===== src/rtl/fxp_mult_pipe.sv =====
// Pipelined signed fixed-point multiplier with valid/ready flow control.
// Define FXP_MULT_SAT_EN to saturate mul_out on overflow instead of wrapping.
module fxp_mult_pipe #(
  parameter int BITS  = 16,
  parameter int TRANC = 8,
  parameter int LAT   = 3
) (
  input  logic            clk,
  input  logic            rst,
  input  logic            in_valid,
  output logic            in_ready,
  input  logic [BITS-1:0] mul_in1,
  input  logic [BITS-1:0] mul_in2,
  input  logic            rnd_mode,
  output logic            out_valid,
  input  logic            out_ready,
  output logic [BITS-1:0] mul_out,
  output logic            ovf
);

  localparam int PW = 2 * BITS;
  localparam int MW = PW - TRANC + 1;
  localparam int D  = LAT - 2;

  localparam logic [MW-1:0] LIM_POS =
    {{(MW-BITS+1){1'b0}}, {(BITS-1){1'b1}}};
  localparam logic [MW-1:0] LIM_NEG = LIM_POS + MW'(1);
  localparam logic [BITS-1:0] SAT_MAX = {1'b0, {(BITS-1){1'b1}}};
  localparam logic [BITS-1:0] SAT_MIN = {1'b1, {(BITS-1){1'b0}}};

  generate
    if (LAT < 2 || LAT > 6) begin : g_bad_lat
      $error("fxp_mult_pipe: LAT must be in 2..6");
    end
    if (TRANC < 1 || TRANC >= BITS) begin : g_bad_tranc
      $error("fxp_mult_pipe: TRANC must be in 1..BITS-1");
    end
  endgenerate

  function automatic logic [BITS-1:0] mag(input logic [BITS-1:0] x);
    return x[BITS-1] ? (~x + BITS'(1)) : x;
  endfunction

  logic en;
  assign en       = ~(out_valid & ~out_ready);
  assign in_ready = en;

  logic            s1_v;
  logic            s1_sgn;
  logic            s1_rnd;
  logic [BITS-1:0] s1_ma;
  logic [BITS-1:0] s1_mb;

  always_ff @(posedge clk) begin
    if (!rst) begin
      s1_v   <= 1'b0;
      s1_sgn <= 1'b0;
      s1_rnd <= 1'b0;
      s1_ma  <= '0;
      s1_mb  <= '0;
    end else if (en) begin
      s1_v   <= in_valid;
      s1_sgn <= mul_in1[BITS-1] ^ mul_in2[BITS-1];
      s1_rnd <= rnd_mode;
      s1_ma  <= mag(mul_in1);
      s1_mb  <= mag(mul_in2);
    end
  end

  // Only P[PW-1:TRANC-1] matters downstream; bit 0 here is the round bit.
  logic [MW-1:0] p_hi;
  assign p_hi = MW'(({{BITS{1'b0}}, s1_ma} * {{BITS{1'b0}}, s1_mb})
                    >> (TRANC - 1));

  logic          f_v;
  logic          f_sgn;
  logic          f_rnd;
  logic [MW-1:0] f_p;

  generate
    if (D <= 0) begin : g_nodly
      assign f_v   = s1_v;
      assign f_sgn = s1_sgn;
      assign f_rnd = s1_rnd;
      assign f_p   = p_hi;
    end else begin : g_dly
      logic          c_v   [1:D];
      logic          c_sgn [1:D];
      logic          c_rnd [1:D];
      logic [MW-1:0] c_p   [1:D];

      always_ff @(posedge clk) begin
        if (!rst) begin
          for (int k = 1; k <= D; k++) begin
            c_v[k]   <= 1'b0;
            c_sgn[k] <= 1'b0;
            c_rnd[k] <= 1'b0;
            c_p[k]   <= '0;
          end
        end else if (en) begin
          c_v[1]   <= s1_v;
          c_sgn[1] <= s1_sgn;
          c_rnd[1] <= s1_rnd;
          c_p[1]   <= p_hi;
          for (int k = 2; k <= D; k++) begin
            c_v[k]   <= c_v[k-1];
            c_sgn[k] <= c_sgn[k-1];
            c_rnd[k] <= c_rnd[k-1];
            c_p[k]   <= c_p[k-1];
          end
        end
      end

      assign f_v   = c_v[D];
      assign f_sgn = c_sgn[D];
      assign f_rnd = c_rnd[D];
      assign f_p   = c_p[D];
    end
  endgenerate

  logic [MW-1:0]   m;
  logic            ovf_c;
  logic [BITS-1:0] res;

  always_comb begin
    m     = {1'b0, f_p[MW-1:1]} + {{(MW-1){1'b0}}, f_rnd & f_p[0]};
    ovf_c = f_sgn ? (m > LIM_NEG) : (m > LIM_POS);
    res   = f_sgn ? (~m[BITS-1:0] + BITS'(1)) : m[BITS-1:0];
`ifdef FXP_MULT_SAT_EN
    if (ovf_c) begin
      res = f_sgn ? SAT_MIN : SAT_MAX;
    end
`endif
  end

  always_ff @(posedge clk) begin
    if (!rst) begin
      out_valid <= 1'b0;
      mul_out   <= '0;
      ovf       <= 1'b0;
    end else if (en) begin
      out_valid <= f_v;
      mul_out   <= res;
      ovf       <= ovf_c;
    end
  end

endmodule

===== config.mk =====
export PLATFORM = sky130hd
export DESIGN_NAME = fxp_mult_pipe
export DESIGN_NICKNAME = d
export VERILOG_FILES = /design/src/rtl/fxp_mult_pipe.sv
export SDC_FILE = /design/constraint.sdc
export NUM_CORES = 1
export LEC_CHECK = 0
export ABC_AREA = 1
export BUFFER_PORTS_ARGS = -buffer_cell sky130_fd_sc_hd__buf_4
export CELL_PAD_IN_SITES_DETAIL_PLACEMENT = 1
export CELL_PAD_IN_SITES_GLOBAL_PLACEMENT = 1
export CORE_MARGIN = 10
export CORE_UTILIZATION = 46
export DETAILED_ROUTE_END_ITERATION = 8
export PLACE_DENSITY_LB_ADDON = 0.1
export SLEW_MARGIN = 10
export SYNTH_ARGS = -nofsm -noshare
export SYNTH_HDL_FRONTEND = slang
export SYNTH_SLANG_ARGS = --single-unit

===== constraint.sdc =====
create_clock -name clk -period 17.2 [get_ports clk]
set_clock_uncertainty 0.1 [all_clocks]
set_input_delay 3.44 -clock clk [delete_from_list [all_inputs] [get_ports clk]]
set_output_delay 3.44 -clock clk [all_outputs]
set_load 0.01 [all_outputs]

==> results by group, run 1 <==
CTS
  – Setup repair bufs after CTS: 0
  – H-tree levels: 3
  – Number of clock sinks: 81
  – Root Driver: sky130_fd_sc_hd__clkbuf_16
  – Source-to-sink clock delay at the later pin of the worst-skew pair: 360 ps
  – Clock slew at reported path FFs: 60 ps
  – CTS buffer count: 9
  – Hold-fix buffer count after cts: 0
  – Maximum clock path buffer count: 2
  – TritonCTS clock tree: done
  – Post_cts resized: 0

Timing
  – Slew HR: 27.3%
  – Maximum clock frequency: 130 MHz
  – Final setup violation count: 0
  – Fin crit share: 44.9%
  – Setup TNS: 0 ps
  – Slew at the pin closest to its max-slew limit: 1080 ps
  – Post-layout min period: 7720 ps
  – Setup repair after global routing missed its margin: no
  – Final number of hold-violating endpoints: 0
  – Pins Over Slew Limit: 0

Power
  – Worst IR Drop VDD: 0.0668 mV
  – Pwr dens: 82.2 mW/mm^2
  – Overall power: 1.19 mW
  – Leakage component of the power: 8.11 nW

Critical path
  – Worst reg-to-reg setup slack: 10,650 ps
  – Number of buffers and inverters on the critical path: 3
  – Crit path max fanout: 4
  – Setup crit end kind: output port
  – Most Frequent Cell on Critical Path: sky130_fd_sc_hd__buf_4
  – Number of cells traversed by the worst register-to-register path: 18
  – Crit-path cells: buf_4 -> nor2_1 -> inv_1 -> buf_4
  – Arrival time at the worst endpoint: 4180 ps
  – Worst R2R End: g_dly.c_p[1][21]
  – Cell class contributing the biggest share of worst-path delay: buffers and inverters
  – Highest cell delay on the worst timing path: 290 ps
  – Crit Reg-Reg Startpoint: s1_ma[7]
  – Critical setup path kind: in -> out
  – Data required time of the worst path: 13,660 ps
  – Setup crit start kind: primary input
  – Critical-path top delay cell: sky130_fd_sc_hd__nor2_1

Detailed routing
  – Drt first-iter violations: 584
  – Per-cell via count in the routed design: 5.20
  – Detailed-route DRC error count: 0
  – Detailed Routing Iterations Pass 1: 4
  – Average detailed-routed wire length per instance: 17.1 um
  – Final WL: 39,400 um
  – Number of nets with antenna violations after detailed routing: 0
  – Vias: 11,954

Hold path
  – Worst hold-check path type: reg -> reg
  – Start point of the worst min-delay path: ovf
  – Hold-critical path endpoint: ovf
  – Hold Path Depth: 2

Floorplan
  – Chip Height: 192 um
  – Number of top-level design ports: 56
  – Width of the die: 192 um
  – Number of placement rows: 62
  – Core outline area: 0.0289 mm^2
  – DIE AREA: 0.0367 mm^2
  – Starting density of the core: 47.0%

Global routing
  – Maximum number of pins on one net before global-route repair: 52
  – Initial antenna violation count: 0
  – Congestion Overflow GR: 0
  – Combined global-route utilization of all metal layers: 22.2%
  – Wire length of the first global-routing pass: 66,000 um
  – Via count of the first global-routing pass: 12,923

Yosys
  – Number of enable flip-flop cells after synthesis: 28
  – Library cells used by synthesis: 42
  – Average cell area after synthesis: 7.06 um^2
  – Share of Yosys cell area claimed by the top area cell type: 28.5%
  – Async set-reset flop share out of synthesis: 0%
  – Synth top area cells: sky130_fd_sc_hd__fa_1, sky130_fd_sc_hd__nand2_1, sky130_fd_sc_hd__inv_1
  – FF+latch count, synth: 81
  – Mapped Nets: 2,258
  – Commonest cells post-synth: sky130_fd_sc_hd__nand2_1, sky130_fd_sc_hd__inv_1, sky130_fd_sc_hd__fa_1
  – Share of synthesized area occupied by flip-flops and latches: 14.0%
  – Yosys warning count: 0
  – Most used DFF post-synth: sky130_fd_sc_hd__dfxtp_1
  – Synthesized instance count: 1,921
  – Most frequent cell after synthesis: sky130_fd_sc_hd__nand2_1
  – Netlist area before placement: 0.0136 mm^2
  – Library cell with the largest summed area after synthesis: sky130_fd_sc_hd__fa_1

Finish
  – Count of nets after finishing: 2,245
  – Number of antenna diodes: 0
  – Final cell count without fillers: 2,297
  – Layout overhead on the synthesized area: 6.94%
  – Share of final-layout standard cells stronger than drive strength 1: 5.33%
  – Total non-filler cell area in the finished layout: 0.0145 mm^2
  – Utilization after layout: 50.2%

Outcome
  – Run status: finished clean

Placed design
  – Post-Place Cell Area: 0.0142 mm^2
  – Detailed-placement wirelength estimate: 32,100 um
  – Final estimated routing congestion in global placement: 0.857
  – Number of cells after detailed placement: 2,281
  – Count of port buffers added during placement: 55

Run
  – Max Cap Violations: 0
worst max path at each step:
| stage | startpoint | endpoint | slack, ps | cells after the start |
|---|---|---|---|---|
| floorplan | out_ready | in_ready | 9930 | 2 |
| global placement | out_ready | in_ready | 9500 | 4 |
| detailed placement | out_ready | in_ready | 9480 | 4 |
| CTS | out_ready | in_ready | 9480 | 4 |
| global route | out_ready | in_ready | 9410 | 4 |
| finish | out_ready | in_ready | 9480 | 4 |
tightest hold or removal path, stage by stage (launching register included):
cell,delay [ps]
sky130_fd_sc_hd__dfxtp_1,310
sky130_fd_sc_hd__nand2_1,60
sky130_fd_sc_hd__nand2_1,40
flip-flops by register name, indices dropped and copies added, names as in the netlist:
name         cells
s1_mb           16
g_dly.c_p       25
s1_v             1
g_dly.c_sgn      1
g_dly.c_v        1
mul_out         16
s1_ma           16
ovf              1
g_dly.c_rnd      1
out_valid        1
s1_sgn           1
s1_rnd           1
through the flow:
stage | setup WS (ps) | hold WS [ps]
finish | 9480 | 354
CTS | 9480 | 360
global placement | 9500 | 340
detailed placement | 9480 | 349
floorplan | 9930 | 333
global route | 9410 | 372
cell usage in the layout (no fill, tap or decap), drive strengths merged:
| cell type | count |
|---|---|
| clkbuf | 9 |
| nor4 | 1 |
| a31oi | 5 |
| clkinv | 3 |
| edfxtp | 28 |
| xnor2 | 7 |
| o21bai | 6 |
| inv | 476 |
| nand3b | 6 |
| and3 | 1 |
| o21ai | 83 |
| o31ai | 4 |
| nand3 | 64 |
| bufinv | 2 |
| xor2 | 6 |
| ha | 107 |
| nand2 | 532 |
| o211ai | 3 |
| buf | 60 |
| nor2 | 130 |
| fa | 193 |
| o22ai | 1 |
| a21oi | 71 |
| a21boi | 1 |
| or2 | 2 |
| nand4 | 13 |
| o221ai | 1 |
| o21a | 8 |
| clkinvlp | 1 |
| a211oi | 3 |
| a21o | 6 |
| a22o | 1 |
| dfxtp | 53 |
| a32o | 2 |
| nor3 | 23 |
| a41oi | 1 |
per-layer routing:
layer	global-route usage, %	routed length, um
met5	0	0
met4	5.65	732
met3	2.43	1470
met2	38.7	19400
met1	28.7	17700
where the power goes:
group	total (mW)	leakage, nW	switching (mW)	internal, mW
logic	0.671	7.19	0.430	0.241
clock network	0.212	0.152	0.0848	0.127
registers	0.308	0.770	0.0677	0.241
total	1.19	8.11	0.582	0.609
cell type report:
class                   count  area, um^2
fillers                  3780       14400
clock inverters             7        92.6
inverters                 475        1780
flip-flops and latches     81        1900
clock buffers               9         225
repair buffers             60         450
well taps                 384         480
multi-input cells        1281        9560
kinds of logic after synthesis:
group | after synthesis | share of synthesized area, %
and+or+nand+nor | 772 | 23.2
buffers and inverters | 559 | 15.5
adders and majority gates | 300 | 38.4
AOI/OAI and AO/OA | 196 | 8.05
DFF | 81 | 14.0
xor gates and xnor gates | 13 | 0.840
Power figures use the tool's default switching activity.
==> run 2: changes to the inputs <==
--- a/config.mk
+++ b/config.mk
@@ -5,12 +5,12 @@
 export SDC_FILE = /design/constraint.sdc
 export NUM_CORES = 1
 export LEC_CHECK = 0
-export ABC_AREA = 1
+export ABC_AREA = 0
 export BUFFER_PORTS_ARGS = -buffer_cell sky130_fd_sc_hd__buf_4
 export CELL_PAD_IN_SITES_DETAIL_PLACEMENT = 1
 export CELL_PAD_IN_SITES_GLOBAL_PLACEMENT = 1
 export CORE_MARGIN = 10
-export CORE_UTILIZATION = 46
+export CORE_UTILIZATION = 45
 export DETAILED_ROUTE_END_ITERATION = 8
 export PLACE_DENSITY_LB_ADDON = 0.1
 export SLEW_MARGIN = 10
==> constraint.sdc (replaced) <==
create_clock -name clk -period 6.3 [get_ports clk]
set_clock_uncertainty 0.1 [all_clocks]
set_input_delay 1.26 -clock clk [delete_from_list [all_inputs] [get_ports clk]]
set_output_delay 1.26 -clock clk [all_outputs]
set_load 0.01 [all_outputs]
==> run 2 against run 1 <==
First-iteration DRC count fell by 28%. Largest power group unchanged. Synthesized cell count fell by 25%. Sequential share of layout area rose by 0.26 points. Critical path depth rose by 19. Area after synthesis fell by 6.7%. Sequential power rose to 2.6 times the previous value. Non-clock buffer count rose by 103. Clock power rose to 2.6 times the previous value. Combinational power rose to 2.8 times the previous value.
==> results by group, run 2 <==
Outcome
  – Run status: finished clean

Power
  – Proportion of power drawn by the clock network: 16.8% (-1.0 points)
  – Leakage component of the power: 7.19 nW (-11%)
  – Cell internal power dissipation: 1.79 mW (+190%)
  – Sequential group share of total power: 24.8% (-1.1 points)
  – Switching share of total power: 44.6% (-4.3 points)
  – Worst IR Drop VDD: 0.153 mV (+130%)
  – Pwr dens: 221 mW/mm^2 (+170%)
  – Combinational group share of total power: 58.4% (+2.1 points)
  – Switching power total: 1.44 mW (+150%)

Yosys
  – Synthesized instance count: 1,444 (-25%)
  – Most frequent cell after synthesis: sky130_fd_sc_hd__inv_1
  – Number of enable flip-flop cells after synthesis: 28 (unchanged)
  – Async set-reset flop share out of synthesis: 0% (unchanged)
  – Yosys warning count: 0 (unchanged)
  – Library cells used by synthesis: 66 (+57%)
  – Share of synthesized area occupied by flip-flops and latches: 15.0% (+1.0 points)
  – Commonest cells post-synth: sky130_fd_sc_hd__inv_1, sky130_fd_sc_hd__nand2_1, sky130_fd_sc_hd__fa_1
  – Library cell with the largest summed area after synthesis: sky130_fd_sc_hd__fa_1
  – Most used DFF post-synth: sky130_fd_sc_hd__dfxtp_1
  – Share of Yosys cell area claimed by the top area cell type: 30.5% (+2.0 points)
  – Average cell area after synthesis: 8.76 um^2 (+24%)
  – Netlist area before placement: 0.0126 mm^2 (-6.7%)
  – FF+latch count, synth: 81 (unchanged)
  – Mapped Nets: 1,781 (-21%)
  – Synth top area cells: sky130_fd_sc_hd__fa_1, sky130_fd_sc_hd__ha_1, sky130_fd_sc_hd__dfxtp_1

Finish
  – Share of final-layout standard cells stronger than drive strength 1: 15.6% (+10 points)
  – Most common cell after layout, fill and taps aside: sky130_fd_sc_hd__inv_1
  – Layout overhead on the synthesized area: 15.6%
  – Register bank with the most flops: g_dly.c_p
  – Number of antenna diodes: 0 (unchanged)
  – Commonest cells after routing, fill and taps aside: sky130_fd_sc_hd__inv_1, sky130_fd_sc_hd__nand2_1, sky130_fd_sc_hd__fa_1
  – Count of nets after finishing: 1,890 (-16%)
  – Number of flip-flops in the largest register: 25 (unchanged)

Global routing
  – Wire length of the first global-routing pass: 61,700 um (-6.5%)
  – Initial antenna violation count: 0 (unchanged)
  – Via count of the first global-routing pass: 11,307 (-13%)
  – Congestion Overflow GR: 0 (unchanged)
  – Maximum number of pins on one net before global-route repair: 61 (+17%)
  – Combined global-route utilization of all metal layers: 22.1% (-0.13 points)

Run
  – Max Cap Violations: 0 (unchanged)

Critical path
  – Number of cells traversed by the worst register-to-register path: 23 (+5)
  – Worst reg-to-reg setup slack: 150 ps (-10,500 ps)
  – Arrival time at the worst endpoint: 6150 ps (+1970 ps)
  – Setup crit start kind: register
  – Critical setup path kind: reg -> reg
  – Crit Reg-Reg Startpoint: s1_mb[6]
  – Crit path max fanout: 6 (+2)
  – Setup crit end kind: register
  – Data required time of the worst path: 6310 ps (-7350 ps)
  – Worst R2R End: g_dly.c_p[1][22]

Detailed routing
  – Detailed-route DRC error count: 0 (unchanged)
  – Detailed Routing Iterations Pass 1: 5 (+1)
  – Number of nets with antenna violations after detailed routing: 0 (unchanged)
  – Vias: 10,204 (-15%)
  – Drt first-iter violations: 421 (-28%)
  – Final WL: 38,500 um (-2.1%)
  – Average detailed-routed wire length per instance: 19.9 um (+16%)
  – Per-cell via count in the routed design: 5.27 (+1.3%)

Floorplan
  – Number of placement rows: 61 (-1.6%)
  – Number of top-level design ports: 56 (unchanged)
  – Starting density of the core: 45.5% (-1.4 points)
  – Width of the die: 188 um (-2.1%)
  – Chip Height: 188 um (-2.1%)
  – Core outline area: 0.0278 mm^2 (-3.7%)
  – DIE AREA: 0.0352 mm^2 (-4.1%)

CTS
  – CTS buffer count: 9 (unchanged)
  – Clock slew at reported path FFs: 80 ps (+20 ps)
  – TritonCTS clock tree: done
  – Source-to-sink clock delay at the later pin of the worst-skew pair: 360 ps (about the same)
  – Number of clock sinks: 81 (unchanged)
  – Root Driver: sky130_fd_sc_hd__clkbuf_16
  – H-tree levels: 3 (unchanged)
  – Hold-fix buffer count after cts: 0 (unchanged)
  – Maximum clock path buffer count: 2 (unchanged)

Timing
  – Final setup violation count: 0 (unchanged)
  – Setup repair after global routing missed its margin: yes
  – Slew at the pin closest to its max-slew limit: 1110 ps (+26.0 ps)
  – Slew HR: 25.9% (-1.4 points)
  – Pins Over Slew Limit: 0 (unchanged)
  – Post-layout min period: 6150 ps
  – Final number of hold-violating endpoints: 0 (unchanged)
  – Fin crit share: 97.6%
  – Final hold slack: 362 ps (+7.06 ps)
  – Maximum clock frequency: 163 MHz
  – Setup TNS: 0 ps (unchanged)

Placed design
  – Final estimated routing congestion in global placement: 0.875 (+2.1%)
  – Count of port buffers added during placement: 55 (unchanged)
  – Detailed-placement wirelength estimate: 31,400 um (-2.4%)

Hold path
  – Worst hold-check path type: reg -> reg
  – Start point of the worst min-delay path: mul_out[15]
  – Hold-critical path endpoint: mul_out[15]
  – Hold Path Depth: 2 (unchanged)
run 2: per-layer routing:
layer	global-route usage (%)	part of all wire, %
met5	0	0
met4	6.92	3.0
met3	2.54	2.8
met2	39.4	52
met1	27.2	42
run 2: cells by family (layout without fill, tap and decap cells):
logic type	Yosys count	in the layout	synth area share, %
simple gates	505	505	19.8
mux	6	6	0.504
compound gates	158	158	8.62
xor+xnor	76	76	5.26
flops	81	81	15.0
fa+ha+maj	300	300	41.1
buf+inv	318	432	9.70
run 2: critical path: stages (launching register included):
cell and delay (ps):
sky130_fd_sc_hd__dfxtp_4 390, sky130_fd_sc_hd__buf_12 140, sky130_fd_sc_hd__and2_1 170, sky130_fd_sc_hd__fa_1 530, sky130_fd_sc_hd__inv_1 60, sky130_fd_sc_hd__fa_1 490, sky130_fd_sc_hd__fa_1 440, sky130_fd_sc_hd__fa_1 550
sky130_fd_sc_hd__inv_1 70, sky130_fd_sc_hd__fa_1 530, sky130_fd_sc_hd__inv_1 50, sky130_fd_sc_hd__fa_1 540, sky130_fd_sc_hd__inv_1 50, sky130_fd_sc_hd__ha_2 340, sky130_fd_sc_hd__and4_4 230, sky130_fd_sc_hd__and3_1 190
sky130_fd_sc_hd__nand2_1 80, sky130_fd_sc_hd__a21oi_2 120, sky130_fd_sc_hd__nor3_2 70, sky130_fd_sc_hd__buf_4 150, sky130_fd_sc_hd__buf_4 140, sky130_fd_sc_hd__o31ai_2 260, sky130_fd_sc_hd__xnor2_1 150, sky130_fd_sc_hd__nor2_1 50
run 2: layout make-up:
type | count | area [um^2]
clock buffer | 9 | 225
clock inverter | 7 | 58.8
fill | 3359 | 13200
inverter | 253 | 950
multi-input combinational | 1045 | 9680
sequential | 81 | 1960
tap | 378 | 473
timing repair buffer | 163 | 1280
run 2: worst max path at each step:
stage	startpoint	endpoint	cells past startpoint
4_1_cts	s1_mb[5]	g_dly.c_p[1][13]	18
6_report	s1_mb[6]	g_dly.c_p[1][22]	23
3_5_place_dp	s1_ma[7]	g_dly.c_p[1][23]	21
5_1_grt	s1_mb[6]	g_dly.c_p[1][22]	23
2_1_floorplan	s1_mb[9]	g_dly.c_p[1][24]	23
3_3_place_gp	s1_ma[8]	g_dly.c_p[1][17]	20
run 2: stage by stage:
step	area [um^2]	power, mW	util (%)	worst slack [ps]	std cells
4_1_cts	14400	3.20	51.8	8.29	1930
6_report	14600	3.24	52.6	153	1936
5_1_grt	14600	3.54	52.6	-106	1936
2_1_floorplan	12600	1.91	-	188	1444
3_3_place_gp	14100	2.58	50.6	-121	1914
3_5_place_dp	14100	2.62	50.6	-303	1914
run 2: power groups by stage:
stage / clock (mW) / combinational (mW) / sequential (mW)
2_1_floorplan: 0 / 1.17 / 0.743
5_1_grt: 0.577 / 2.14 / 0.820
4_1_cts: 0.559 / 1.84 / 0.804
6_report: 0.545 / 1.89 / 0.803
3_5_place_dp: 0 / 1.81 / 0.812
3_3_place_gp: 0 / 1.77 / 0.808
run 2: repair_timing:
action	CTS	global route
gates resized for setup	19	47
setup buffers	0	6
cloned	0	0
setup endpoints to repair	15	15
pin swaps	1	21
